==> src/rtl/cond_flag_unit_pkg.sv <==
// ---------------------------------------------------------------------------
// cond_flag_unit_pkg
//   Shared definitions for the condition/flag unit and its consumers:
//   - cond_e     : the sixteen ARM-style condition codes
//   - *_IDX      : bit positions of N, Z, C, V inside a 4-bit NZCV vector
//   - FLAG_W_*   : masks selecting which flag pairs an instruction updates
// ---------------------------------------------------------------------------
package cond_flag_unit_pkg;

    typedef enum logic [3:0] {
        COND_EQ = 4'h0,  // Z
        COND_NE = 4'h1,  // !Z
        COND_CS = 4'h2,  // C
        COND_CC = 4'h3,  // !C
        COND_MI = 4'h4,  // N
        COND_PL = 4'h5,  // !N
        COND_VS = 4'h6,  // V
        COND_VC = 4'h7,  // !V
        COND_HI = 4'h8,  // C & !Z
        COND_LS = 4'h9,  // !C | Z
        COND_GE = 4'hA,  // N == V
        COND_LT = 4'hB,  // N != V
        COND_GT = 4'hC,  // !Z & (N == V)
        COND_LE = 4'hD,  // Z | (N != V)
        COND_AL = 4'hE,  // always
        COND_NV = 4'hF   // illegal encoding, never passes
    } cond_e;

    localparam int N_IDX = 3;
    localparam int Z_IDX = 2;
    localparam int C_IDX = 1;
    localparam int V_IDX = 0;

    // flag_w bit masks: upper bit updates the N/Z pair, lower bit the C/V pair
    localparam logic [1:0] FLAG_W_NZ = 2'b10;
    localparam logic [1:0] FLAG_W_CV = 2'b01;

endpackage : cond_flag_unit_pkg

==> src/rtl/cond_flag_unit_if.sv <==
// ---------------------------------------------------------------------------
// cond_flag_unit_if
//   Bundles the execute-stage request (from decoder/ALU) and the writeback
//   results of the condition/flag unit.
//   Modports:
//     master : the decoder/ALU side; drives the execute-stage inputs and
//              observes writeback results, condition pass, flags, counters
//     slave  : the condition/flag unit itself
// ---------------------------------------------------------------------------
interface cond_flag_unit_if #(
    parameter int CNT_W = 16
);
    // execute-stage request
    logic             valid_in;
    logic             stall;
    logic             flush;
    logic [3:0]       cond;
    logic [3:0]       alu_flags;
    logic [1:0]       flag_w;
    logic             pcs_in;
    logic             reg_w_in;
    logic             mem_w_in;
    logic             no_write_in;

    // writeback-stage results and status
    logic             valid_o;
    logic             pcs_o;
    logic             reg_w_o;
    logic             mem_w_o;
    logic             cond_ex_o;
    logic             illegal_o;
    logic [3:0]       flags_o;
    logic [CNT_W-1:0] exec_cnt;
    logic [CNT_W-1:0] skip_cnt;

    modport master (
        output valid_in, stall, flush, cond, alu_flags, flag_w,
               pcs_in, reg_w_in, mem_w_in, no_write_in,
        input  valid_o, pcs_o, reg_w_o, mem_w_o, cond_ex_o, illegal_o,
               flags_o, exec_cnt, skip_cnt
    );

    modport slave (
        input  valid_in, stall, flush, cond, alu_flags, flag_w,
               pcs_in, reg_w_in, mem_w_in, no_write_in,
        output valid_o, pcs_o, reg_w_o, mem_w_o, cond_ex_o, illegal_o,
               flags_o, exec_cnt, skip_cnt
    );

endinterface : cond_flag_unit_if

==> src/rtl/cond_flag_unit_cond_check.sv <==
// ---------------------------------------------------------------------------
// cond_flag_unit_cond_check
//   Purely combinational condition evaluator: given a 4-bit condition field
//   and an NZCV flag vector, reports whether the instruction should execute.
//   Ports:
//     cond  in  4  condition field (cond_e encoding)
//     flags in  4  NZCV flags, [3]=N [2]=Z [1]=C [0]=V
//     pass  out 1  condition satisfied
// ---------------------------------------------------------------------------
module cond_flag_unit_cond_check
    import cond_flag_unit_pkg::*;
(
    input  logic [3:0] cond,
    input  logic [3:0] flags,
    output logic       pass
);

    logic n, z, c, v;

    assign n = flags[N_IDX];
    assign z = flags[Z_IDX];
    assign c = flags[C_IDX];
    assign v = flags[V_IDX];

    always_comb begin
        // NOTE: every output of a combinational block gets a default before
        // the case so that no path leaves it unassigned (which infers a latch).
        pass = 1'b0;
        case (cond_e'(cond))
            COND_EQ: pass = z;
            COND_NE: pass = !z;
            COND_CS: pass = c;
            COND_CC: pass = !c;
            COND_MI: pass = n;
            COND_PL: pass = !n;
            COND_VS: pass = v;
            COND_VC: pass = !v;
            COND_HI: pass = c && !z;
            COND_LS: pass = !c || z;
            COND_GE: pass = (n == v);
            COND_LT: pass = (n != v);
            COND_GT: pass = !z && (n == v);
            COND_LE: pass = z || (n != v);
            COND_AL: pass = 1'b1;
            COND_NV: pass = 1'b0;
            default: pass = 1'b0;
        endcase
    end

endmodule : cond_flag_unit_cond_check

==> src/rtl/cond_flag_unit.sv <==
// ---------------------------------------------------------------------------
// cond_flag_unit
//   Consumer side of the ALU flag interface. Holds the architectural NZCV
//   flags, evaluates the condition of the execute-stage instruction against
//   them, gates the instruction's write enables, registers them into the
//   writeback stage, and counts executed vs. squashed-by-condition
//   instructions.
//   Ports:
//     clk    in     system clock, rising edge
//     rst_n  in     asynchronous active-low reset
//     bus    slave  execute-stage request / writeback results
//                   (see cond_flag_unit_if)
//   Parameters:
//     CNT_W  width of exec_cnt / skip_cnt (wrap-around counters)
// ---------------------------------------------------------------------------
module cond_flag_unit
    import cond_flag_unit_pkg::*;
#(
    parameter int CNT_W = 16
) (
    input  logic              clk,
    input  logic              rst_n,
    cond_flag_unit_if.slave   bus
);

    // -----------------------------------------------------------------------
    // State
    // -----------------------------------------------------------------------
    logic [3:0]       flags_q;
    logic             valid_q;
    logic             pcs_q;
    logic             reg_w_q;
    logic             mem_w_q;
    logic             illegal_q;
    logic [CNT_W-1:0] exec_q;
    logic [CNT_W-1:0] skip_q;

    // -----------------------------------------------------------------------
    // Condition evaluation against the registered flags. Because the check
    // looks at flags_q, an instruction's own flag write only becomes visible
    // to the instruction behind it.
    // -----------------------------------------------------------------------
    logic pass;

    cond_flag_unit_cond_check u_cond_check (
        .cond  (bus.cond),
        .flags (flags_q),
        .pass  (pass)
    );

    logic accept;
    logic wr_nz;
    logic wr_cv;
    logic illegal;

    assign accept  = bus.valid_in && !bus.stall && !bus.flush;
    assign wr_nz   = accept && pass && ((bus.flag_w & FLAG_W_NZ) != 2'b00);
    assign wr_cv   = accept && pass && ((bus.flag_w & FLAG_W_CV) != 2'b00);
    assign illegal = (bus.cond == COND_NV);

    // -----------------------------------------------------------------------
    // Architectural flags: N/Z and C/V pairs update independently; a pair
    // whose write enable is clear keeps its previous value.
    // -----------------------------------------------------------------------
    // NOTE: sequential state is assigned with <= so every register samples
    // pre-edge values, independent of statement order in the block.
    always_ff @(posedge clk or negedge rst_n) begin
        if (!rst_n) begin
            flags_q <= 4'b0000;
        end else begin
            if (wr_nz) begin
                flags_q[N_IDX] <= bus.alu_flags[N_IDX];
                flags_q[Z_IDX] <= bus.alu_flags[Z_IDX];
            end
            if (wr_cv) begin
                flags_q[C_IDX] <= bus.alu_flags[C_IDX];
                flags_q[V_IDX] <= bus.alu_flags[V_IDX];
            end
        end
    end

    // -----------------------------------------------------------------------
    // Writeback stage register. Flush wins over stall; a stall without flush
    // freezes the stage; an empty, unstalled cycle drains it.
    // -----------------------------------------------------------------------
    always_ff @(posedge clk or negedge rst_n) begin
        if (!rst_n) begin
            valid_q   <= 1'b0;
            pcs_q     <= 1'b0;
            reg_w_q   <= 1'b0;
            mem_w_q   <= 1'b0;
            illegal_q <= 1'b0;
        end else if (bus.flush) begin
            valid_q   <= 1'b0;
            pcs_q     <= 1'b0;
            reg_w_q   <= 1'b0;
            mem_w_q   <= 1'b0;
            illegal_q <= 1'b0;
        end else if (bus.stall) begin
            valid_q   <= valid_q;
            pcs_q     <= pcs_q;
            reg_w_q   <= reg_w_q;
            mem_w_q   <= mem_w_q;
            illegal_q <= illegal_q;
        end else if (bus.valid_in) begin
            valid_q   <= 1'b1;
            pcs_q     <= bus.pcs_in && pass;
            // compare-type ops never write the register file
            reg_w_q   <= bus.reg_w_in && !bus.no_write_in && pass;
            mem_w_q   <= bus.mem_w_in && pass;
            illegal_q <= illegal;
        end else begin
            valid_q   <= 1'b0;
            pcs_q     <= 1'b0;
            reg_w_q   <= 1'b0;
            mem_w_q   <= 1'b0;
            illegal_q <= 1'b0;
        end
    end

    // -----------------------------------------------------------------------
    // Instruction counters: every accepted instruction bumps exactly one of
    // them. Both wrap naturally at 2**CNT_W.
    // -----------------------------------------------------------------------
    always_ff @(posedge clk or negedge rst_n) begin
        if (!rst_n) begin
            exec_q <= '0;
            skip_q <= '0;
        end else if (accept) begin
            if (pass) begin
                exec_q <= exec_q + 1'b1;
            end else begin
                skip_q <= skip_q + 1'b1;
            end
        end
    end

    // -----------------------------------------------------------------------
    // Outputs
    // -----------------------------------------------------------------------
    assign bus.cond_ex_o = pass;
    assign bus.flags_o   = flags_q;
    assign bus.valid_o   = valid_q;
    assign bus.pcs_o     = pcs_q;
    assign bus.reg_w_o   = reg_w_q;
    assign bus.mem_w_o   = mem_w_q;
    assign bus.illegal_o = illegal_q;
    assign bus.exec_cnt  = exec_q;
    assign bus.skip_cnt  = skip_q;

endmodule : cond_flag_unit

==> src/flat_wrapper.sv <==
// flat-port wrapper written by rule: the top's interface ports become plain ports
module cond_flag_unit_flat import cond_flag_unit_pkg::*;
#(
    parameter int CNT_W = 16
)
  (clk, rst_n, bus_valid_in, bus_stall, bus_flush, bus_cond, bus_alu_flags, bus_flag_w, bus_pcs_in, bus_reg_w_in, bus_mem_w_in, bus_no_write_in, bus_valid_o, bus_pcs_o, bus_reg_w_o, bus_mem_w_o, bus_cond_ex_o, bus_illegal_o, bus_flags_o, bus_exec_cnt, bus_skip_cnt);
  cond_flag_unit_if #(.CNT_W(CNT_W)) bus_i ();
  input  logic clk;
  input  logic rst_n;
  input wire logic [$bits(bus_i.valid_in)-1:0] bus_valid_in;
  input wire logic [$bits(bus_i.stall)-1:0] bus_stall;
  input wire logic [$bits(bus_i.flush)-1:0] bus_flush;
  input wire logic [$bits(bus_i.cond)-1:0] bus_cond;
  input wire logic [$bits(bus_i.alu_flags)-1:0] bus_alu_flags;
  input wire logic [$bits(bus_i.flag_w)-1:0] bus_flag_w;
  input wire logic [$bits(bus_i.pcs_in)-1:0] bus_pcs_in;
  input wire logic [$bits(bus_i.reg_w_in)-1:0] bus_reg_w_in;
  input wire logic [$bits(bus_i.mem_w_in)-1:0] bus_mem_w_in;
  input wire logic [$bits(bus_i.no_write_in)-1:0] bus_no_write_in;
  output wire logic [$bits(bus_i.valid_o)-1:0] bus_valid_o;
  output wire logic [$bits(bus_i.pcs_o)-1:0] bus_pcs_o;
  output wire logic [$bits(bus_i.reg_w_o)-1:0] bus_reg_w_o;
  output wire logic [$bits(bus_i.mem_w_o)-1:0] bus_mem_w_o;
  output wire logic [$bits(bus_i.cond_ex_o)-1:0] bus_cond_ex_o;
  output wire logic [$bits(bus_i.illegal_o)-1:0] bus_illegal_o;
  output wire logic [$bits(bus_i.flags_o)-1:0] bus_flags_o;
  output wire logic [$bits(bus_i.exec_cnt)-1:0] bus_exec_cnt;
  output wire logic [$bits(bus_i.skip_cnt)-1:0] bus_skip_cnt;
  assign bus_i.valid_in = bus_valid_in;
  assign bus_i.stall = bus_stall;
  assign bus_i.flush = bus_flush;
  assign bus_i.cond = bus_cond;
  assign bus_i.alu_flags = bus_alu_flags;
  assign bus_i.flag_w = bus_flag_w;
  assign bus_i.pcs_in = bus_pcs_in;
  assign bus_i.reg_w_in = bus_reg_w_in;
  assign bus_i.mem_w_in = bus_mem_w_in;
  assign bus_i.no_write_in = bus_no_write_in;
  assign bus_valid_o = bus_i.valid_o;
  assign bus_pcs_o = bus_i.pcs_o;
  assign bus_reg_w_o = bus_i.reg_w_o;
  assign bus_mem_w_o = bus_i.mem_w_o;
  assign bus_cond_ex_o = bus_i.cond_ex_o;
  assign bus_illegal_o = bus_i.illegal_o;
  assign bus_flags_o = bus_i.flags_o;
  assign bus_exec_cnt = bus_i.exec_cnt;
  assign bus_skip_cnt = bus_i.skip_cnt;
  cond_flag_unit #(.CNT_W(CNT_W)) u_core (.clk(clk), .rst_n(rst_n), .bus(bus_i));
endmodule
==> config.mk <==
export PLATFORM = sky130hd
export DESIGN_NAME = cond_flag_unit_flat
export DESIGN_NICKNAME = d
export VERILOG_FILES = /design/src/rtl/cond_flag_unit_pkg.sv /design/src/rtl/cond_flag_unit_if.sv /design/src/rtl/cond_flag_unit_cond_check.sv /design/src/rtl/cond_flag_unit.sv /design/src/flat_wrapper.sv
export SDC_FILE = /design/constraint.sdc
export NUM_CORES = 1
export LEC_CHECK = 0
export ABC_AREA = 1
export CAP_MARGIN = 0
export CORE_MARGIN = 4
export CORE_UTILIZATION = 44
export DETAILED_ROUTE_END_ITERATION = 16
export GPL_TIMING_DRIVEN = 0
export PLACE_DENSITY = 0.85
export SYNTH_ARGS = -nofsm -noshare
export SYNTH_HDL_FRONTEND = slang
export SYNTH_HIERARCHICAL = 1
export SYNTH_SLANG_ARGS = --single-unit
==> constraint.sdc <==
create_clock -name clk -period 1.7 [get_ports clk]
set_input_delay 0.34 -clock clk [delete_from_list [all_inputs] [get_ports clk]]
set_output_delay 0.34 -clock clk [all_outputs]
set_load 0.01 [all_outputs]
# == Yosys cells after proc, flatten, opt, wreduce, memory -nomap -nowiden ==
# Index checks and enable logic that the tools add are counted.
# totals
regBits,41
inputBits,19
out_inout_bits,42
# classes
n_eq_ne,18
addsub,2
n_mux,16
n_bitwise,1
reduce_logical,23
# op_table
cell,n
16-bit by 1-bit adder with 16-bit output (second input constant),2
4-bit equality test (second input constant),8
4-bit by 3-bit equality test with 1-bit output (second input constant),4
1-bit case mux with 16 select lines,1
1-bit 2-to-1 mux,15
1-bit logical AND,11
4-bit by 2-bit equality test with 1-bit output (second input constant),2
1-bit logical NOT,7
4-bit by 1-bit equality test with 1-bit output (second input constant),1
4-bit logical NOT,1
2-bit AND reduction,2
1-bit logical OR,2
2-bit by 1-bit inequality test with 1-bit output (second input constant),1
1-bit equality test,1
1-bit inequality test,1
1-bit inverter,1

# == Longest topological paths before layout ==
# Gate-level depths: netlist of run 1.
# depth
word_depth,7
ltp_mapped,18
depth_no_buf,18

# == By module ==
# Netlist of run 1, hierarchy kept.
# modules_own_cells
module,area_per_inst_um2,cells_each,instances
cond_flag_unit,2154.6,261,1
cond_flag_unit_cond_check,205.2,45,1

# == Worst setup path after synthesis of run 1 ==
# Ideal clock, no wire load.
# synth_path
path_kind,flip-flop to flip-flop
start,reg u_core.flags_q[0] (netlist: u_core/bus.flags_o[0])
end,reg u_core.skip_q[10] (netlist: u_core/bus.skip_cnt[10])
setup_time_ns,0.117
path_stages_with_launch,18
setup_slack_ns,-0.086
arrival_ns,1.669
path_cell_list,dfrtp_1 > inv_2 > nand2_1 > nand2_1 > nand3_1 > nand2_1 > nand2_1 > nand3_1 > nand2_1 > nand3_2 > inv_1 > nand3_4 > inv_4 > nand2_4 > inv_2 > nand2_1 > nand2_1 > nand2_1
# synth_via
elab_chain_cells,5
word_cells_on_any_way,8
cone_classes,2 x eq/ne; 1 x mux; 1 x bitwise; 4 x reduce/logical
# synth_lines
element,line_no,text
start: declaration,cond_flag_unit.sv:29,logic [3:0] flags_q;
start signal: indexed assignment,cond_flag_unit.sv:72,flags_q[N_IDX] <= bus.alu_flags[N_IDX];
start signal: indexed assignment,cond_flag_unit.sv:73,flags_q[Z_IDX] <= bus.alu_flags[Z_IDX];
start signal: indexed assignment,cond_flag_unit.sv:76,flags_q[C_IDX] <= bus.alu_flags[C_IDX];
1-bit inequality test or 1-bit equality test (tied branches),n/a,
1-bit logical OR or 1-bit logical AND (tied branches),"cond_flag_unit_cond_check.sv:43, cond_flag_unit_cond_check.sv:42",
1-bit case mux with 16 select lines (*),cond_flag_unit_cond_check.sv:29,case (cond_e'(cond))
named net bus_cond_ex_o,flat_wrapper.sv:24,output wire logic [$bits(bus_i.cond_ex_o)-1:0] bus_cond_ex_o;
1-bit inverter (no line) (*),n/a,
2-bit AND reduction (no line) (*),n/a,
end signal: assignment,cond_flag_unit.sv:133,skip_q <= skip_q + 1'b1;
end: declaration,cond_flag_unit.sv:36,logic [CNT_W-1:0] skip_q;
# The timed path passes the listed nets; every way through them passes the cells marked *.
# A chain may end at the register's enable or synchronous reset.

# == Worst setup path in the final report of run 1 ==
# layout_path
start,reg u_core.flags_q[3] (netlist: u_core/bus.flags_o[3])
end,out bus_cond_ex_o
# layout_via
elab_chain_cells,3
word_cells_on_any_way,6
cone_classes,2 x eq/ne; 1 x mux; 3 x reduce/logical
# layout_lines
element,line_no
1-bit inequality test or 1-bit equality test (tied branches),n/a
1-bit logical OR or 1-bit logical AND (tied branches),"cond_flag_unit_cond_check.sv:43, cond_flag_unit_cond_check.sv:42"
1-bit case mux with 16 select lines (*),cond_flag_unit_cond_check.sv:29
end: declaration,flat_wrapper.sv:24
# Every way passes the cells marked *; elsewhere a longest branch is shown, timed or not.

==> summary.md, run 1 <==
| Metric | Value |
|---|---|
| Outcome | `finished, violations left` |
| Failing checks | `negative setup slack` |
| Final design utilization | `slightly below 70%` |
| Final worst slack | `-0.179 ns` |
| CP max FO | `4` |
| R2r startpoint | `u_core/bus.flags_o[3]` |
| Hold crit path type | `input port to register` |
| PwrDens | `between 900 and 1000 nW/um2` |
| Worst path top cell family by delay | `simple AND/OR/NAND/NOR gates` |
| Syn Std Cell Area | `approximately 2400 um2` |
| Maxcap violations | `0` |
| Crit path kind | `register to primary output` |
| Hpwl dp | `4.22 mm` |
| Clk buf depth | `2` |
| # rows | `26` |
| Most common cell after layout, fill and taps aside | `nand2_1` |
| Core area | `a little over 5000 um2` |
| Worst reg2reg path depth | `14` |
| Most frequent cells in the layout | `nand2_1 (88), clkdlybuf4s50_1 (52), inv_1 (32), dfrtp_1 (28), nor2_1 (17)` |
| Worst-Skew Late Latency | `approximately 0.30 ns` |
| RSZ-0062 raised after global routing | `yes` |
| CP most frequent cell | `nand2_2` |
| # port buffers | `60` |
| Seq. cell area | `1040 um2` |
| Initial antenna violation count | `0` |
| Synth cell types | `31` |
| Hold Crit Start | `bus_cond[0]` |
| CTS Sinks | `41` |
| Worst Hold Endpoint | `u_core/bus.illegal_o` |
| Max Slew Vio Count | `0` |
| Critical path capture point type | `primary output` |
| Global-route wire length before repair | `around 9.6 mm` |
| Syn Area/Cell | `~7.7 um2` |
| Antenna cells | `0` |
| GRT Util Overall | `a little under a fifth` |
| Die Height | `81.2 um` |
| Pre-CTS WS | `-0.806 ns` |
| Seq/Total Area, Yosys | `43.5%` |
| Fin. Hold Viols | `0` |
| Final Setup Violations | `40` |
| Number of cells on the critical path | `10` |
| Area grow syn2layout | `49.5%` |
| Num ports | `between 60 and 70` |
| Hold depth | `3` |
| Crit Reg-Reg Endpoint | `u_core/bus.exec_cnt[10]` |
| Iter 0 DRT Violations | `about 110` |
| Post-synthesis cell count | `306` |
| Final min period | `between 1.5 and 2 ns` |
| CP peak stage delay | `0.44 ns` |
| H-tree depth | `2` |
| Die area | `6600 um2` |
| Die W | `81.2 um` |
| Area of the multi-input gates | `1340 um2` |
| Clk pin slew, worst setup/hold paths | `0.08 ns` |
| Initial Utilization | `a little under half` |
| Nets | `411` |
| P_leak | `0.00162 uW` |
| TritonCTS clock tree | `built` |
| Synthesis-stage register bit count | `41` |
| Post-synth net total | `327` |
| Total design power | `between 3000 and 4000 uW` |
| Setup_tns | `-3.58 ns` |
| Placed Area | `roughly 3000 um2` |
| Req. time, crit path | `about 1.4 ns` |
| Pin count of the biggest net entering global routing | `33` |
| GRT overflow | `0` |
| Fillcell total | `about 430` |
| Slew headroom | `between 70% and 80%` |
| DRC | `0` |
| Crit path cell chain | `inv_2 > nand2_2 > nand2_2 > nand3_2 > nand2_1 > nand2_1 > nand3_2 > nand2_2 > nand3_4 > buf_6` |
| CP Launch Type | `register` |
| Final Cycle Share | `111%` |
| Final WL | `between 6 and 7 mm` |
| Routability Congestion | `0.903` |
| Wire per inst | `approximately 14 um` |
| Crit-path slowest cell | `dfrtp_2` |
| Total CTS buffers | `5` |
| Worst-margin pin slew | `0.382 ns` |
| Vias per cell | `between 4 and 5` |
| Worst vdd ir | `0.647 mV` |
| Yosys warnings | `6` |
| Layout cells sized above 1 | `27.9%` |
| Worst Path Arrival | `1.54 ns` |
| Vias | `roughly 2300` |
| R2r setup slk | `-0.16 ns` |
| CTS root buf | `clkbuf_8` |
| First-pass iteration count of the detailed router | `4` |
| Fin area | `between 3000 and 4000 um2` |
| Worst Skew | `around 0.011 ns` |
| Max Clk Rate | `around 0.53 GHz` |
| Sum of buffers and inverters on the critical path | `2` |
| Vias in the first global route | `2172` |
| Final ANT Viol Nets | `0` |
==> per-stage QoR <==
stage / std cells / hold slack, ns
after CTS: 454 / 0.426
final: 461 / 0.361
after global placement: 436 / 0.478
after floorplan: 306 / 0.0444
after detailed placement: 437 / 0.213
after global routing: 461 / 0.387
==> registers in the layout (all words and copies together), names as in the netlist <==
| register | count |
|---|---|
| u_core/bus.exec_cnt | 16 |
| u_core/bus.skip_cnt | 16 |
| u_core/bus.flags_o | 4 |
| u_core/bus.illegal_o | 1 |
| u_core/bus.mem_w_o | 1 |
| u_core/bus.pcs_o | 1 |
| u_core/bus.reg_w_o | 1 |
| u_core/bus.valid_o | 1 |
==> worst min-delay path: stages <==
cell and delay [ns]:
clkbuf_2 0.13, nand4_1 0.08, o22ai_1 0.06
==> worst max path at each step <==
stage,startpoint,slack [ns],endpoint
after CTS,u_core/bus.flags_o[3],-0.14,bus_cond_ex_o
after global routing,u_core/bus.flags_o[0],-0.28,u_core/bus.skip_cnt[10]
after floorplan,u_core/bus.flags_o[0],0.00001,u_core/bus.skip_cnt[10]
after detailed placement,bus_cond[1],-0.81,bus_cond_ex_o
after global placement,rst_n,-0.92,u_core/bus.flags_o[0]
final,u_core/bus.flags_o[3],-0.18,bus_cond_ex_o
==> Yosys cell counts <==
master	number	area, um2
inv_4	1	6.26
nand2_4	1	11.3
or2_2	1	6.26
nor3_1	4	20.0
nor2_8	1	20.0
nand4_1	8	50.1
xor2_1	9	78.8
and3_1	1	6.26
nand3_4	3	52.6
nand2_1	105	394
nor2_4	2	22.5
xnor2_1	7	61.3
o21ai_1	4	20.0
inv_1	36	135
buf_8	1	15.0
buf_6	1	11.3
nand3_1	25	125
ha_1	2	25.0
inv_8	1	11.3
nor2_1	23	86.3
nand3_2	1	10.0
a21oi_1	1	5.00
nand2_2	1	6.26
o22ai_1	1	6.26
o21ai_0	9	45.0
o211ai_1	2	15.0
nand3b_1	5	37.5
nor2_2	5	31.3
inv_2	3	11.3
a21boi_0	1	7.51
dfrtp_1	41	1030
==> power by group <==
group          leakage [uW]  switching [uW]  internal (uW)
Clock             0.0000439             349            284
Sequential         0.000510             229           1140
Combinational       0.00107             607            635
Total               0.00162            1190           2060
==> cells by family after synthesis <==
logic type | after synthesis | share of synthesized area, %
AO/OA/AOI/OAI | 18 | 4.19
XOR/XNOR | 16 | 5.94
adder cells (fa/ha/maj) | 2 | 1.06
buffers and inverters | 43 | 8.06
flip-flops | 41 | 43.5
AND/OR/NAND/NOR | 186 | 37.3
==> metal layers <==
| metal | share of wire, % | vias up | GRT usage, % |
|---|---|---|---|
| met5 | 0 | - | 0 |
| met4 | 1.4 | 0 | 6.76 |
| met3 | 4.5 | 10 | 5.10 |
| met2 | 52 | 72 | 31.9 |
| met1 | 42 | 1070 | 23.2 |
| li1 | - | 1140 | - |
==> layout make-up <==
cell class / instances / share of cell area [%]
sequential: 41 / 29.5
clock inverter: 3 / 0.496
timing repair buffer: 77 / 21.6
inverter: 41 / 4.93
buffer: 2 / 0.993
tap: 70 / 2.48
clock buffer: 5 / 1.95
multi-input combinational: 222 / 38.0
==> what timing repair did <==
action | 4_1_cts | 5_1_grt
gates cloned | 0 | 1
buffers inserted | 8 | 6
hold endpoints to repair | 9 | 0
pin swaps | 3 | 9
setup endpoints to repair | 40 | 50
hold buffers | 1 | 0
resized for setup | 37 | 53
(Power assumes the default switching activity.)
==> inputs of run 2 (changes only) <==
--- a/config.mk
+++ b/config.mk
@@ -8,10 +8,11 @@
 export ABC_AREA = 1
 export CAP_MARGIN = 0
 export CORE_MARGIN = 4
-export CORE_UTILIZATION = 44
+export CORE_UTILIZATION = 49
 export DETAILED_ROUTE_END_ITERATION = 16
+export GPL_ROUTABILITY_DRIVEN = 0
 export GPL_TIMING_DRIVEN = 0
-export PLACE_DENSITY = 0.85
+export PLACE_DENSITY = 0.89
 export SYNTH_ARGS = -nofsm -noshare
 export SYNTH_HDL_FRONTEND = slang
 export SYNTH_HIERARCHICAL = 1
==> constraint.sdc (replaced) <==
create_clock -name clk -period 2.1 [get_ports clk]
set_input_delay 0.42 -clock clk [delete_from_list [all_inputs] [get_ports clk]]
set_output_delay 0.42 -clock clk [all_outputs]
set_load 0.01 [all_outputs]
==> run 2 against run 1 <==
  * Sequential cell count stayed put
  * The run now ends clean
  * Wire length is 9.5% lower
  * Global-route usage is 1.0 points higher
  * Critical endpoint unchanged
  * Final area is 8.1% lower
  * Largest power group unchanged
  * Count of clock-buffer cells in the layout stayed put
==> summary.md, run 2 (same netlist as run 1, synthesis figures left out) <==
| Metric | Value |
|---|---|
| GRT Util Overall | `between 10% and 20%` |
| Highest Signal Layer | `met4` |
| Nets | `400` |
| Non-filler cells, final | `about 430` |
| Met1 wire length | `between 2 and 3 mm` |
| Final Cycle Share | `93.9%` |
| Layout cells sized above 1 | `between 10% and 20%` |
| Max Slew Vio Count | `0` |
| R2r setup slk | `about 0.19 ns` |
| Worst-Skew Late Latency | `0.29 ns` |
| Inst Count DP | `around 420` |
| CP most frequent cell | `nand2_1` |
| Hold crit path type | `input port to async pin` |
| Clk pin slew, worst setup/hold paths | `0.09 ns` |
| Most frequent cells in the layout | `nand2_1 (104), clkdlybuf4s50_1 (54), dfrtp_1 (40), inv_1 (34), nand3_1 (25)` |
| Crit-path slowest cell | `clkdlybuf4s15_1` |
| Final min period | `between 1.5 and 2 ns` |
| Area grow syn2layout | `37.4%` |
| Final hold slack | `between 0.07 and 0.08 ns` |
| Final ANT Viol Nets | `0` |
| Worst Skew | `between 0.01 and 0.015 ns` |
| Initial antenna violation count | `0` |
| Crit path kind | `input port to primary output` |
| Pre-CTS WS | `-0.525 ns` |
| CP max FO | `4` |
| DRC | `0` |
| Final worst slack | `around 0.13 ns` |
| Iter 0 DRT Violations | `~120` |
| Outcome | `completed` |
| Most common cell after layout, fill and taps aside | `nand2_1` |
| Clk buf depth | `2` |
| H-tree depth | `2` |
| Critical path capture point type | `primary output` |
| TritonCTS clock tree | `built` |
| Worst vdd ir | `~0.43 mV` |
| Vias in the first global route | `about 2200` |
| First-pass iteration count of the detailed router | `4` |
| Hpwl dp | `approximately 4.2 mm` |
| # rows | `24` |
| GRT overflow | `0` |
| Worst path top cell family by delay | `simple AND/OR/NAND/NOR gates` |
| Die area | `around 6000 um2` |
| Fillcell total | `~330` |
| Final WL | `~5.7 mm` |
| Total design power | `2720 uW` |
| Worst-margin pin slew | `between 0.4 and 0.5 ns` |
| Sum of buffers and inverters on the critical path | `3` |
| Setup_tns | `0 ns` |
| Crit path cell chain | `clkdlybuf4s15_1 > inv_2 > nand2_1 > nand3_1 > nand2_1 > nand2_1 > nand2_1 > nand3_1 > nand2_1 > nand3_2 > buf_2` |
| CTS root buf | `clkbuf_8` |
| Met2 routed WL | `between 2 and 3 mm` |
| CP peak stage delay | `0.28 ns` |
| Vias | `2247` |
| Global-route wire length before repair | `approximately 9.8 mm` |
| CP Launch Type | `input port` |
| Antenna cells | `0` |
| Met3 WL | `about 260 um` |
| # port buffers | `60` |
| Slew headroom | `67.0%` |
| Maxcap violations | `0` |
| CTS Sinks | `41` |
| Core area | `approximately 4500 um2` |
| Final Setup Violations | `0` |
| Initial Utilization | `52.4%` |
| Num ports | `roughly 60` |
| Max Clk Rate | `0.507 GHz` |
| Fin. Hold Viols | `0` |
| Wire per inst | `~13 um` |
| Total CTS buffers | `5` |
| Req. time, crit path | `1.68 ns` |
| PwrDens | `about 840 nW/um2` |
| P_leak | `~0.0015 uW` |
| Pin count of the biggest net entering global routing | `23` |
| Die W | `about 77 um` |
| Vias per cell | `~5.2` |
| Worst Path Arrival | `between 1.5 and 2 ns` |
| Die Height | `between 70 and 80 um` |
==> run 2: worst register-to-register path: stages (launching register included) <==
cell and delay, ns:
dfrtp_1 0.43, inv_2 0.09, nand2_1 0.08, nand2_2 0.08, nand3_1 0.07, nand2_1 0.06
nand2_1 0.06, nand3_1 0.08, nand2_1 0.06, nand3_2 0.09, buf_4 0.12, nand3_4 0.09
buf_12 0.17, nor2_8 0.11, nand2_2 0.06, xor2_1 0.14
==> run 2: layout make-up <==
class                   count  area (um2)  share of cell area (%)
plain buffers               2        35.0                    1.08
clock buffers               5        68.8                    2.12
clock inverters             3        68.8                    2.12
inverters                  41         166                    5.13
multi-input cells         222        1160                    35.8
flip-flops and latches     41        1030                    31.7
well taps                  52        65.1                    2.01
repair buffers             66         652                    20.1
==> run 2: metrics by stage <==
step / cell area, um2 / utilization, %
global route: 3240 / 72.0
floorplan: 2360 / -
global placement: 3030 / 67.2
detailed placement: 3050 / 67.7
CTS: 3200 / 71.1
finish: 3240 / 72.0
==> run 2: routing by layer <==
metal  track usage [%]  vias up
li1                  -     1113
met5                 0        -
met2              33.2       66
met1              25.5     1052
met4              7.30        0
met3              4.75       16
==> run 2: timing repair <==
action                     CTS  global route
setup endpoints to repair   13             5
gates resized for setup     11            10
pin swaps                    1             0
setup buffers                2             3
hold buffers                 0             0
==> run 2: worst paths after layout <==
path / from / depth (start not counted) / endpoint
max: bus_cond[0] / 11 / bus_cond_ex_o
min: rst_n / 1 / u_core/bus.skip_cnt[12]
max reg2reg: u_core/bus.flags_o[3] / 15 / u_core/bus.exec_cnt[10]
min reg2reg: u_core/bus.skip_cnt[15] / 2 / u_core/bus.skip_cnt[15]
max in group asynchronous: rst_n / 2 / u_core/bus.exec_cnt[8]
min in group clk: u_core/bus.skip_cnt[15] / 2 / u_core/bus.skip_cnt[15]
==> run 2: report_power, final <==
group | switching [uW] | internal [uW]
Combinational | 422 | 455
Sequential | 166 | 912
Clock | 292 | 479
==> inputs of run 3 (changes only) <==
--- a/config.mk
+++ b/config.mk
@@ -6,6 +6,7 @@
 export NUM_CORES = 1
 export LEC_CHECK = 0
 export ABC_AREA = 1
+export ABC_CLOCK_PERIOD_IN_PS = 2100
 export CAP_MARGIN = 0
 export CORE_MARGIN = 4
 export CORE_UTILIZATION = 49
==> results of run 3 <==
No change in the layout: final DEF, timing and power equal those of run 2.
